--- config.mk ---
export PLATFORM = sky130hd
export DESIGN_NAME = pcs_transmit_flat
export DESIGN_NICKNAME = d
export VERILOG_FILES = /design/src/rtl/pcs_transmit_if.sv /design/src/rtl/pcs_transmit.sv /design/src/flat_wrapper.sv
export SDC_FILE = /design/constraint.sdc
export NUM_CORES = 1
export LEC_CHECK = 0
export ABC_AREA = 0
export CAP_MARGIN = 20
export CORE_ASPECT_RATIO = 0.8
export CORE_MARGIN = 2
export CORE_UTILIZATION = 35
export DETAILED_ROUTE_END_ITERATION = 16
export GPL_TIMING_DRIVEN = 0
export PLACE_DENSITY = 0.57
export SLEW_MARGIN = 20
export SYNTH_ARGS = -nofsm -noshare
export SYNTH_HDL_FRONTEND = slang
export SYNTH_SLANG_ARGS = --single-unit
--- constraint.sdc ---
create_clock -name clk -period 5.6 [get_ports clk]
set_input_delay 1.4 -clock clk [delete_from_list [all_inputs] [get_ports clk]]
set_output_delay 1.4 -clock clk [all_outputs]
set_load 0.1 [all_outputs]
--- src/rtl/pcs_transmit_if.sv ---
// rtl/pcs_transmit_if.sv - GMII transmit octet stream in, 10-bit code group stream out
//   TX_EN, TX_ER, TXD : GMII transmit enable, error and octet (driven by the MAC side)
//   tx_code_group     : registered 10-bit code group, bit 9 = a .. bit 0 = j
//   tx_even           : high when tx_code_group sits in an even slot
//   tx_disparity      : running disparity after tx_code_group (1 = RD+)
//   transmitting      : high while /S/, data or /V/ is on tx_code_group
//   modport master : MAC / bench side, modport slave : PCS transmit side
interface pcs_transmit_if;
    logic       TX_EN;
    logic       TX_ER;
    logic [7:0] TXD;
    logic [9:0] tx_code_group;
    logic       tx_even;
    logic       tx_disparity;
    logic       transmitting;

    modport master (
        output TX_EN, TX_ER, TXD,
        input  tx_code_group, tx_even, tx_disparity, transmitting
    );

    modport slave (
        input  TX_EN, TX_ER, TXD,
        output tx_code_group, tx_even, tx_disparity, transmitting
    );
endinterface

--- src/rtl/pcs_transmit.sv ---
// rtl/pcs_transmit.sv - 1000BASE-X PCS transmit: framing, idle generation and 8b/10b encoding
//   clk  : transmit clock, one code group per rising edge
//   rst  : asynchronous active-low reset
//   gmii : pcs_transmit_if.slave (GMII octet in, code group / slot parity / RD / transmitting out)
//   Optional build macro PCS_TX_ERRPROP_EN: TX_ER with TX_EN replaces the octet with /V/ (K30.7).
module pcs_transmit (
    input  logic          clk,
    input  logic          rst,
    pcs_transmit_if.slave gmii
);

    // state names the kind of code group currently on tx_code_group
    typedef enum logic [2:0] {
        ST_IDLE_K,
        ST_IDLE_D,
        ST_SOP,
        ST_DATA,
        ST_EOP_T,
        ST_EOP_R1,
        ST_EOP_R2
    } state_t;

    localparam logic [7:0] K28_5 = 8'hBC;
    localparam logic [7:0] K27_7 = 8'hFB;
    localparam logic [7:0] K29_7 = 8'hFD;
    localparam logic [7:0] K23_7 = 8'hF7;
    localparam logic [7:0] K30_7 = 8'hFE;
    localparam logic [7:0] D16_2 = 8'h50;
    localparam logic [7:0] D5_6  = 8'hC5;

    state_t      state;
    state_t      next_state;
    logic [7:0]  enc_octet;
    logic        enc_k;
    logic        to_even;
    logic        frame_err;
    logic [10:0] enc_result;

`ifdef PCS_TX_ERRPROP_EN
    assign frame_err = gmii.TX_ER;
`else
    logic unused_tx_er;
    assign frame_err    = 1'b0;
    assign unused_tx_er = gmii.TX_ER;
`endif

    // 5b/6b sub-block: returns {rd_after, abcdei}. Table holds the RD- form;
    // the RD+ form is the complement for unbalanced codes and for D.7.
    function automatic logic [6:0] enc_5b6b(input logic [4:0] x, input logic k, input logic rd);
        logic [5:0] base;
        logic       unbal;
        logic       flip;
        if (k && x == 5'd28) begin
            base = 6'b001111;
        end else begin
            case (x)
                5'd0:  base = 6'b100111;
                5'd1:  base = 6'b011101;
                5'd2:  base = 6'b101101;
                5'd3:  base = 6'b110001;
                5'd4:  base = 6'b110101;
                5'd5:  base = 6'b101001;
                5'd6:  base = 6'b011001;
                5'd7:  base = 6'b111000;
                5'd8:  base = 6'b111001;
                5'd9:  base = 6'b100101;
                5'd10: base = 6'b010101;
                5'd11: base = 6'b110100;
                5'd12: base = 6'b001101;
                5'd13: base = 6'b101100;
                5'd14: base = 6'b011100;
                5'd15: base = 6'b010111;
                5'd16: base = 6'b011011;
                5'd17: base = 6'b100011;
                5'd18: base = 6'b010011;
                5'd19: base = 6'b110010;
                5'd20: base = 6'b001011;
                5'd21: base = 6'b101010;
                5'd22: base = 6'b011010;
                5'd23: base = 6'b111010;
                5'd24: base = 6'b110011;
                5'd25: base = 6'b100110;
                5'd26: base = 6'b010110;
                5'd27: base = 6'b110110;
                5'd28: base = 6'b001110;
                5'd29: base = 6'b101110;
                5'd30: base = 6'b011110;
                default: base = 6'b101011;
            endcase
        end
        unbal = ($countones(base) != 3);
        flip  = rd && (unbal || (!k && x == 5'd7));
        return {rd ^ unbal, flip ? ~base : base};
    endfunction

    // 3b/4b sub-block: returns {rd_after, fghj}. rd is the disparity after the 6b block.
    // K.x.7 always uses the alternate form; D.x.7 uses it only where P7 would
    // create a run of five identical bits across the sub-block boundary.
    function automatic logic [4:0] enc_3b4b(input logic [2:0] y, input logic [4:0] x,
                                            input logic k, input logic rd);
        logic [3:0] base;
        logic       use_a7;
        logic       special;
        logic       unbal;
        logic       flip;
        use_a7 = k || (!rd && (x == 5'd17 || x == 5'd18 || x == 5'd20))
                   || (rd && (x == 5'd11 || x == 5'd13 || x == 5'd14));
        case (y)
            3'd0:    base = 4'b1011;
            3'd1:    base = 4'b1001;
            3'd2:    base = 4'b0101;
            3'd3:    base = 4'b1100;
            3'd4:    base = 4'b1101;
            3'd5:    base = k ? 4'b0101 : 4'b1010;
            3'd6:    base = 4'b0110;
            default: base = use_a7 ? 4'b0111 : 4'b1110;
        endcase
        // balanced groups whose bit pattern still depends on RD
        special = (!k && y == 3'd3) || (k && y == 3'd5);
        unbal   = ($countones(base) != 2);
        flip    = rd && (unbal || special);
        return {rd ^ unbal, flip ? ~base : base};
    endfunction

    // returns {rd_after, abcdeifghj}
    function automatic logic [10:0] encode_8b10b(input logic [7:0] octet, input logic k, input logic rd);
        logic [6:0] s6;
        logic [4:0] s4;
        s6 = enc_5b6b(octet[4:0], k, rd);
        s4 = enc_3b4b(octet[7:5], octet[4:0], k, s6[6]);
        return {s4[4], s6[5:0], s4[3:0]};
    endfunction

    always_comb begin
        next_state = state;
        enc_octet  = K28_5;
        enc_k      = 1'b1;
        to_even    = 1'b0;
        case (state)
            ST_IDLE_K: begin
                // K28.5 always flips RD, so RD+ now means RD- was held before it
                next_state = ST_IDLE_D;
                enc_k      = 1'b0;
                enc_octet  = gmii.tx_disparity ? D16_2 : D5_6;
            end
            ST_SOP, ST_DATA: begin
                if (gmii.TX_EN) begin
                    next_state = ST_DATA;
                    if (frame_err) begin
                        enc_octet = K30_7;
                    end else begin
                        enc_octet = gmii.TXD;
                        enc_k     = 1'b0;
                    end
                end else begin
                    next_state = ST_EOP_T;
                    enc_octet  = K29_7;
                end
            end
            ST_EOP_T: begin
                next_state = ST_EOP_R1;
                enc_octet  = K23_7;
            end
            ST_EOP_R1: begin
                // a first /R/ in an even slot needs a second one to realign
                if (gmii.tx_even) begin
                    next_state = ST_EOP_R2;
                    enc_octet  = K23_7;
                end else begin
                    to_even = 1'b1;
                end
            end
            default: begin
                to_even = 1'b1;
            end
        endcase

        // the coming slot is even: either a frame start or the next idle ordered set
        if (to_even) begin
            if (gmii.TX_EN) begin
                next_state = ST_SOP;
                enc_octet  = frame_err ? K30_7 : K27_7;
            end else begin
                next_state = ST_IDLE_K;
                enc_octet  = K28_5;
            end
        end
    end

    assign enc_result = encode_8b10b(enc_octet, enc_k, gmii.tx_disparity);

    always_ff @(posedge clk or negedge rst) begin
        if (!rst) begin
            state              <= ST_IDLE_K;
            gmii.tx_code_group <= 10'b0011111010;
            gmii.tx_even       <= 1'b1;
            gmii.tx_disparity  <= 1'b1;
            gmii.transmitting  <= 1'b0;
        end else begin
            state              <= next_state;
            gmii.tx_code_group <= enc_result[9:0];
            gmii.tx_disparity  <= enc_result[10];
            gmii.tx_even       <= ~gmii.tx_even;
            gmii.transmitting  <= (next_state == ST_SOP) || (next_state == ST_DATA);
        end
    end

endmodule

--- src/flat_wrapper.sv ---
// flat-port wrapper written by rule: the top's interface ports become plain ports
module pcs_transmit_flat 
  (clk, rst, gmii_TX_EN, gmii_TX_ER, gmii_TXD, gmii_tx_code_group, gmii_tx_even, gmii_tx_disparity, gmii_transmitting);
  pcs_transmit_if gmii_i ();
  input  logic clk;
  input  logic rst;
  input wire logic [$bits(gmii_i.TX_EN)-1:0] gmii_TX_EN;
  input wire logic [$bits(gmii_i.TX_ER)-1:0] gmii_TX_ER;
  input wire logic [$bits(gmii_i.TXD)-1:0] gmii_TXD;
  output wire logic [$bits(gmii_i.tx_code_group)-1:0] gmii_tx_code_group;
  output wire logic [$bits(gmii_i.tx_even)-1:0] gmii_tx_even;
  output wire logic [$bits(gmii_i.tx_disparity)-1:0] gmii_tx_disparity;
  output wire logic [$bits(gmii_i.transmitting)-1:0] gmii_transmitting;
  assign gmii_i.TX_EN = gmii_TX_EN;
  assign gmii_i.TX_ER = gmii_TX_ER;
  assign gmii_i.TXD = gmii_TXD;
  assign gmii_tx_code_group = gmii_i.tx_code_group;
  assign gmii_tx_even = gmii_i.tx_even;
  assign gmii_tx_disparity = gmii_i.tx_disparity;
  assign gmii_transmitting = gmii_i.transmitting;
  pcs_transmit u_core (.clk(clk), .rst(rst), .gmii(gmii_i));
endmodule
# After elaboration in Yosys (flattened, before gate mapping)
# Memories as Yosys holds them, arrays and structs flattened.
# Cells that the tools add are included.
[totals]
regBits = 16
mem_bits_ro = 192
in_bits = 12
output_inout_bits = 13
n_memories = 1
[op_classes]
n_addsub = 8
n_eq_ne = 22
n_mux = 21
bitwise_logic = 5
n_reduce_logical = 24
[mem_list]
columns = ["memory", "words", "width", "read_ports", "rd_clocked_by_memory_dff", "write_ports", "line_no", "rtl"]
rows = [
  ["(no name shown)", 32, 6, 1, 0, 0, "pcs_transmit.sv:56", "case (x)"],
]
[ops]
columns = ["operator", "n"]
rows = [
  ["32-bit adder", 3],
  ["32-bit by 3-bit != test with 1-bit output, second input constant", 2],
  ["8-bit case mux with 4 select lines", 1],
  ["4-bit case mux with 7 select lines", 1],
  ["8-bit two-way mux", 3],
  ["5-bit == test, second input constant", 4],
  ["3-bit by 2-bit == test with 1-bit output, second input constant", 6],
  ["3-bit == test, second input constant", 5],
  ["5-bit by 4-bit == test with 1-bit output, second input constant", 3],
  ["7-bit two-way mux", 2],
  ["4-bit two-way mux", 3],
  ["6-bit two-way mux", 2],
  ["3-bit case mux with 4 select lines", 1],
  ["1-bit by 1-bit adder with 2-bit output", 5],
  ["1-bit logical OR", 10],
  ["3-bit two-way mux", 3],
  ["1-bit logical AND", 8],
  ["3-bit logical NOT", 2],
  ["6-bit NOT", 1],
  ["5-bit by 3-bit == test with 1-bit output, second input constant", 1],
  ["4-bit NOT", 1],
  ["1-bit case mux with 2 select lines", 2],
  ["4-bit OR reduction", 1],
  ["3-bit by 1-bit == test with 1-bit output, second input constant", 1],
  ["other kinds (6)", 9],
]

# Longest topological paths before layout
[depth]
ltp_word = 24
ltp_mapped = 26
ltp_nobuf = 25

# Least setup slack after synthesis
# No wires, ideal clock.
[synth_timing]
kind = "in2reg"
start = "in gmii_TX_EN"
end = "reg u_core.gmii.tx_code_group[0]"
setup_time_ps = 135
arrival_ps = 6586
required_time_ps = 5465
slack_ps = -1122
stages = 24
cell_sequence = "inv_2 o21ai_1 o21a_1 o221ai_1 inv_1 ha_1 nand2_1 o21ai_1 o21bai_1 a22oi_2 ha_1 fa_1 ha_1 and4bb_2 xor2_1 a2111oi_1 o31ai_1 o21a_1 ha_1 ha_1 fa_1 nor3b_1 a21oi_2 xor2_1"
[synth_between]
elab_chain_cells = 23
[synth_rtl]
columns = ["item", "line_no", "rtl"]
rows = [
  ["start, declared", "flat_wrapper.sv:7", "input wire logic [$bits(gmii_i.TX_EN)-1:0] gmii_TX_EN;"],
  ["parallel branches: the longest is 22 deep, another holds 32-bit adder", "n/a", ""],
  ["4-bit two-way mux *", "pcs_transmit.sv:122", "return {rd ^ unbal, flip ? ~base : base};"],
  ["named net u_core.enc_result[0]", "pcs_transmit.sv:37", "logic [10:0] enc_result;"],
  ["end signal, assigned", "pcs_transmit.sv:201", "gmii.tx_code_group <= enc_result[9:0];"],
  ["end, declared", "pcs_transmit_if.sv:24", "output tx_code_group, tx_even, tx_disparity, transmitting"],
]
# Mark *: on every way through the listed nets, which the timed path passes.

# Final worst setup path
# Same ends and word-level chain as after synthesis.

==> impl_metrics.json <==
{
  "critical-path-top-delay-family": "adder cells",
  "cts.clk_slew.worst_paths_ps": 70,
  "ctsHtreeMaxLevel": 1,
  "final_max_slew_viol_count": 0,
  "detail_route.drc_violations": 0,
  "die_w_um": 79.2,
  "weighted_congestion_at_the_end_of_routability_driven_global_placement": 0.877,
  "instances_no_fill": 299,
  "post_synth_fa_ha_maj_area_fraction": 0.148,
  "synthXorXnorAreaFrac": 0.0718,
  "finalHoldViolCount": 0,
  "ys_async_sr_fraction": 1.00,
  "core.rowCount": 21,
  "mappedNetlistArea_um2": 1590,
  "num_antenna_cells": 0,
  "min-delay-start": "u_core.gmii.tx_even",
  "cts.sinks": 16,
  "combinational_family_with_the_most_area_after_synthesis": "compound AO/OA/AOI/OAI gates",
  "grt-ovfl-total": 0,
  "share_of_the_clock_period_used_by_the_worst_path": 1.11,
  "hold_class": "reg2reg",
  "drive_above_1_share": 0.471,
  "grt_pass1_vias": 1568,
  "worstSetupPathType": "in2reg",
  "worstPathRequired_ps": 5730,
  "synth.mux.area_fraction": 0.00710,
  "cts.path.max_buffers": 2,
  "max_clk_rate_ghz": 0.161,
  "fp.coreArea_um2": 4260,
  "synth_sequential_area_ratio": 0.259,
  "synth_ff_type": "dfstp_2",
  "place_hpwl_um": 3130,
  "vias": 1623,
  "period_minus_slack_ps": 6230,
  "setup_total_negative_slack_ps": -3010,
  "cp_num_buf_inv": 5,
  "mostFrequentLayoutCell": "buf_4",
  "critical_path.startpoint_type": "input pin",
  "gr-usage-met1": 0.233,
  "floorplan_die_area_um2": 5090,
  "cts_hold_buf": 0,
  "synth.yosys.warnings": 0,
  "initial_standard_cell_utilization_of_the_core": 0.372,
  "grt_util_met2": 0.305,
  "clkLatencyLatePin_ps": 250,
  "place.port_buffers": 23,
  "antenna_left": 0,
  "total_number_of_nets_in_the_final_design": 272,
  "top_level_ports": 25,
  "crit_path_max_fanout": 5,
  "timing_worst_slew_pin_value_ps": 975,
  "max_slew_margin": 0.348,
  "syn_to_final_growth_pct": 63.8,
  "grt_start_max_net_pins": 17,
  "cp-end-kind": "flip-flop",
  "timing.critical_path.cells": "buf_12, inv_16, o21ai_2, o21a_1, o221ai_4, buf_6, buf_4, buf_4, a221oi_2, o22ai_2, ha_4, fa_1, ha_1, and4bb_2, xor2_4, a2111oi_4, o31ai_2, o21a_1, ha_1, ha_2, fa_1, nor3b_4, a21oi_4, xor2_1",
  "postSynthAreaPerCell_um2": 8.76,
  "synth_edf_count": 0,
  "synth-compound-area-share": 0.272,
  "fillers": 358,
  "violations": "negative setup slack",
  "detailedPlace.worstSlack_ps": -1780,
  "detail_route.vias_per_cell": 5.43,
  "data_arrival_time_at_the_worst_slack_endpoint_ps": 6360,
  "grt_first_pass_wirelength_um": 7270,
  "unrepaired_setup_endpoints_after_global_routing": "yes",
  "met3_usage": 0.0339,
  "drt_pass1_iterations": 4,
  "die-height_um": 64.2,
  "cts.root.buffer_cell": "clkbuf_8",
  "critPathLaunch": "gmii_TX_EN",
  "setup_slack_ps": -626,
  "total_clock_buffers_created_by_cts": 3,
  "finClkSkew_ps": 7.90,
  "tritoncts": "built",
  "initialDrtViolationCount": 60,
  "final_setup_violations": 5,
  "top_usage_layer": "met2",
  "crit_path_max_incr_delay_ps": 490,
  "grt_usage": 0.180,
  "layout.cells.most_common_list": "buf_4, clkdlybuf4s50_1, nor2_1",
  "synth_fp_nets": 210,
  "number_of_antenna_violations_at_the_first_check_in_global_routing": 0,
  "synthCells": 181,
  "synth.lib_cells_used.distinct": 57,
  "routed_wirelength_um": 4720,
  "place.detailed.instances": 261,
  "drv.max_cap_violation_count": 0,
  "timing.rr.start": "u_core.gmii.tx_disparity",
  "status": "finished, violations left",
  "cpMaxStageDelayCell": "fa_1",
  "synth-simple-area-share": 0.191,
  "routedWlPerCell_um": 15.8,
  "ys_ff_latch": 16
}
-- metrics by stage --
stage / hold slack, ps / util / instance area (um2)
detailed placement: 518 / 0.471 / 2010
CTS: 535 / 0.552 / 2350
global route: 549 / 0.610 / 2600
finish: 533 / 0.610 / 2600
global placement: 511 / 0.471 / 2010
floorplan: 643 / - / 1700
-- synthesized netlist by cell type, types with 2 or more instances --
cell type   n  area (um2)
nor2_1     16        60.1
dfrtp_1     8         200
buf_2       2        10.0
and3_1      3        18.8
o22ai_1     2        12.5
buf_4       3        22.5
xnor2_1     7        61.3
a21o_1      2        15.0
o21ai_2     2        17.5
dfstp_2     8         210
a21oi_1     7        35.0
ha_1       14         175
xor2_1      6        52.6
o21a_1      3        22.5
o21ai_1     6        30.0
inv_1       8        30.0
a21oi_2     2        17.5
a31oi_1     3        18.8
nor2_2      2        12.5
nand2b_1    2        12.5
nand4_1     2        12.5
o211ai_1    2        15.0
a2bb2oi_1   2        17.5
o21ai_0    10        50.1
nor3_1      2        10.0
fa_1        3        60.1
nand3_1    10        50.1
nand2_1    14        52.6
nand2_2     2        12.5
-- state kept, by name, indices dropped and copies added (netlist names) --
| name | cells |
|---|---|
| u_core.gmii.tx_code_group | 10 |
| u_core.state | 3 |
| u_core.gmii.transmitting | 1 |
| u_core.gmii.tx_disparity | 1 |
| u_core.gmii.tx_even | 1 |
-- routing by layer --
metal | vias to the layer above | share of wire
met5 | - | 0
met4 | 0 | 0.018
met3 | 13 | 0.029
met2 | 36 | 0.49
met1 | 794 | 0.46
li1 | 780 | -
-- cell type report --
class | count | area [um2] | share of cell area
Sequential cell | 16 | 410 | 0.158
Buffer | 7 | 57.6 | 0.0222
Tap cell | 57 | 71.3 | 0.0275
Timing Repair Buffer | 57 | 505 | 0.195
Multi-Input combinational cell | 149 | 1440 | 0.554
Clock buffer | 4 | 55.1 | 0.0212
Inverter | 9 | 57.6 | 0.0222
-- what timing repair did --
action	CTS	global route
gates resized for setup	39	31
buffers inserted	17	16
pin swaps	32	29
endpoints found under the setup margin	5	5
gates cloned	1	0
-- path summary, 6_finish.rpt --
| kind | slack, ps | cells after the start | to |
|---|---|---|---|
| worst max-delay path | -630 | 24 | u_core.gmii.tx_code_group[0] |
| worst min-delay path | 530 | 1 | u_core.gmii.tx_even |
| worst max register to register | -280 | 22 | u_core.gmii.tx_code_group[0] |
| worst min register to register | 530 | 1 | u_core.gmii.tx_even |
| max in group asynchronous | 3580 | 1 | u_core.gmii.tx_code_group[8] |
| min in group asynchronous | 1570 | 1 | u_core.gmii.tx_code_group[2] |
-- cells by family (layout without fill, tap and decap cells) --
family	after synthesis	count (layout)
adder cells (fa/ha/maj)	17	17
multiplexers	1	1
flip-flops	16	16
AND/OR/NAND/NOR	60	60
XOR/XNOR	13	13
AO/OA/AOI/OAI	58	58
buffers and inverters	16	77
Power is not shown: default switching activity piles up to over one toggle a cycle in this logic, so the estimate is an artifact.
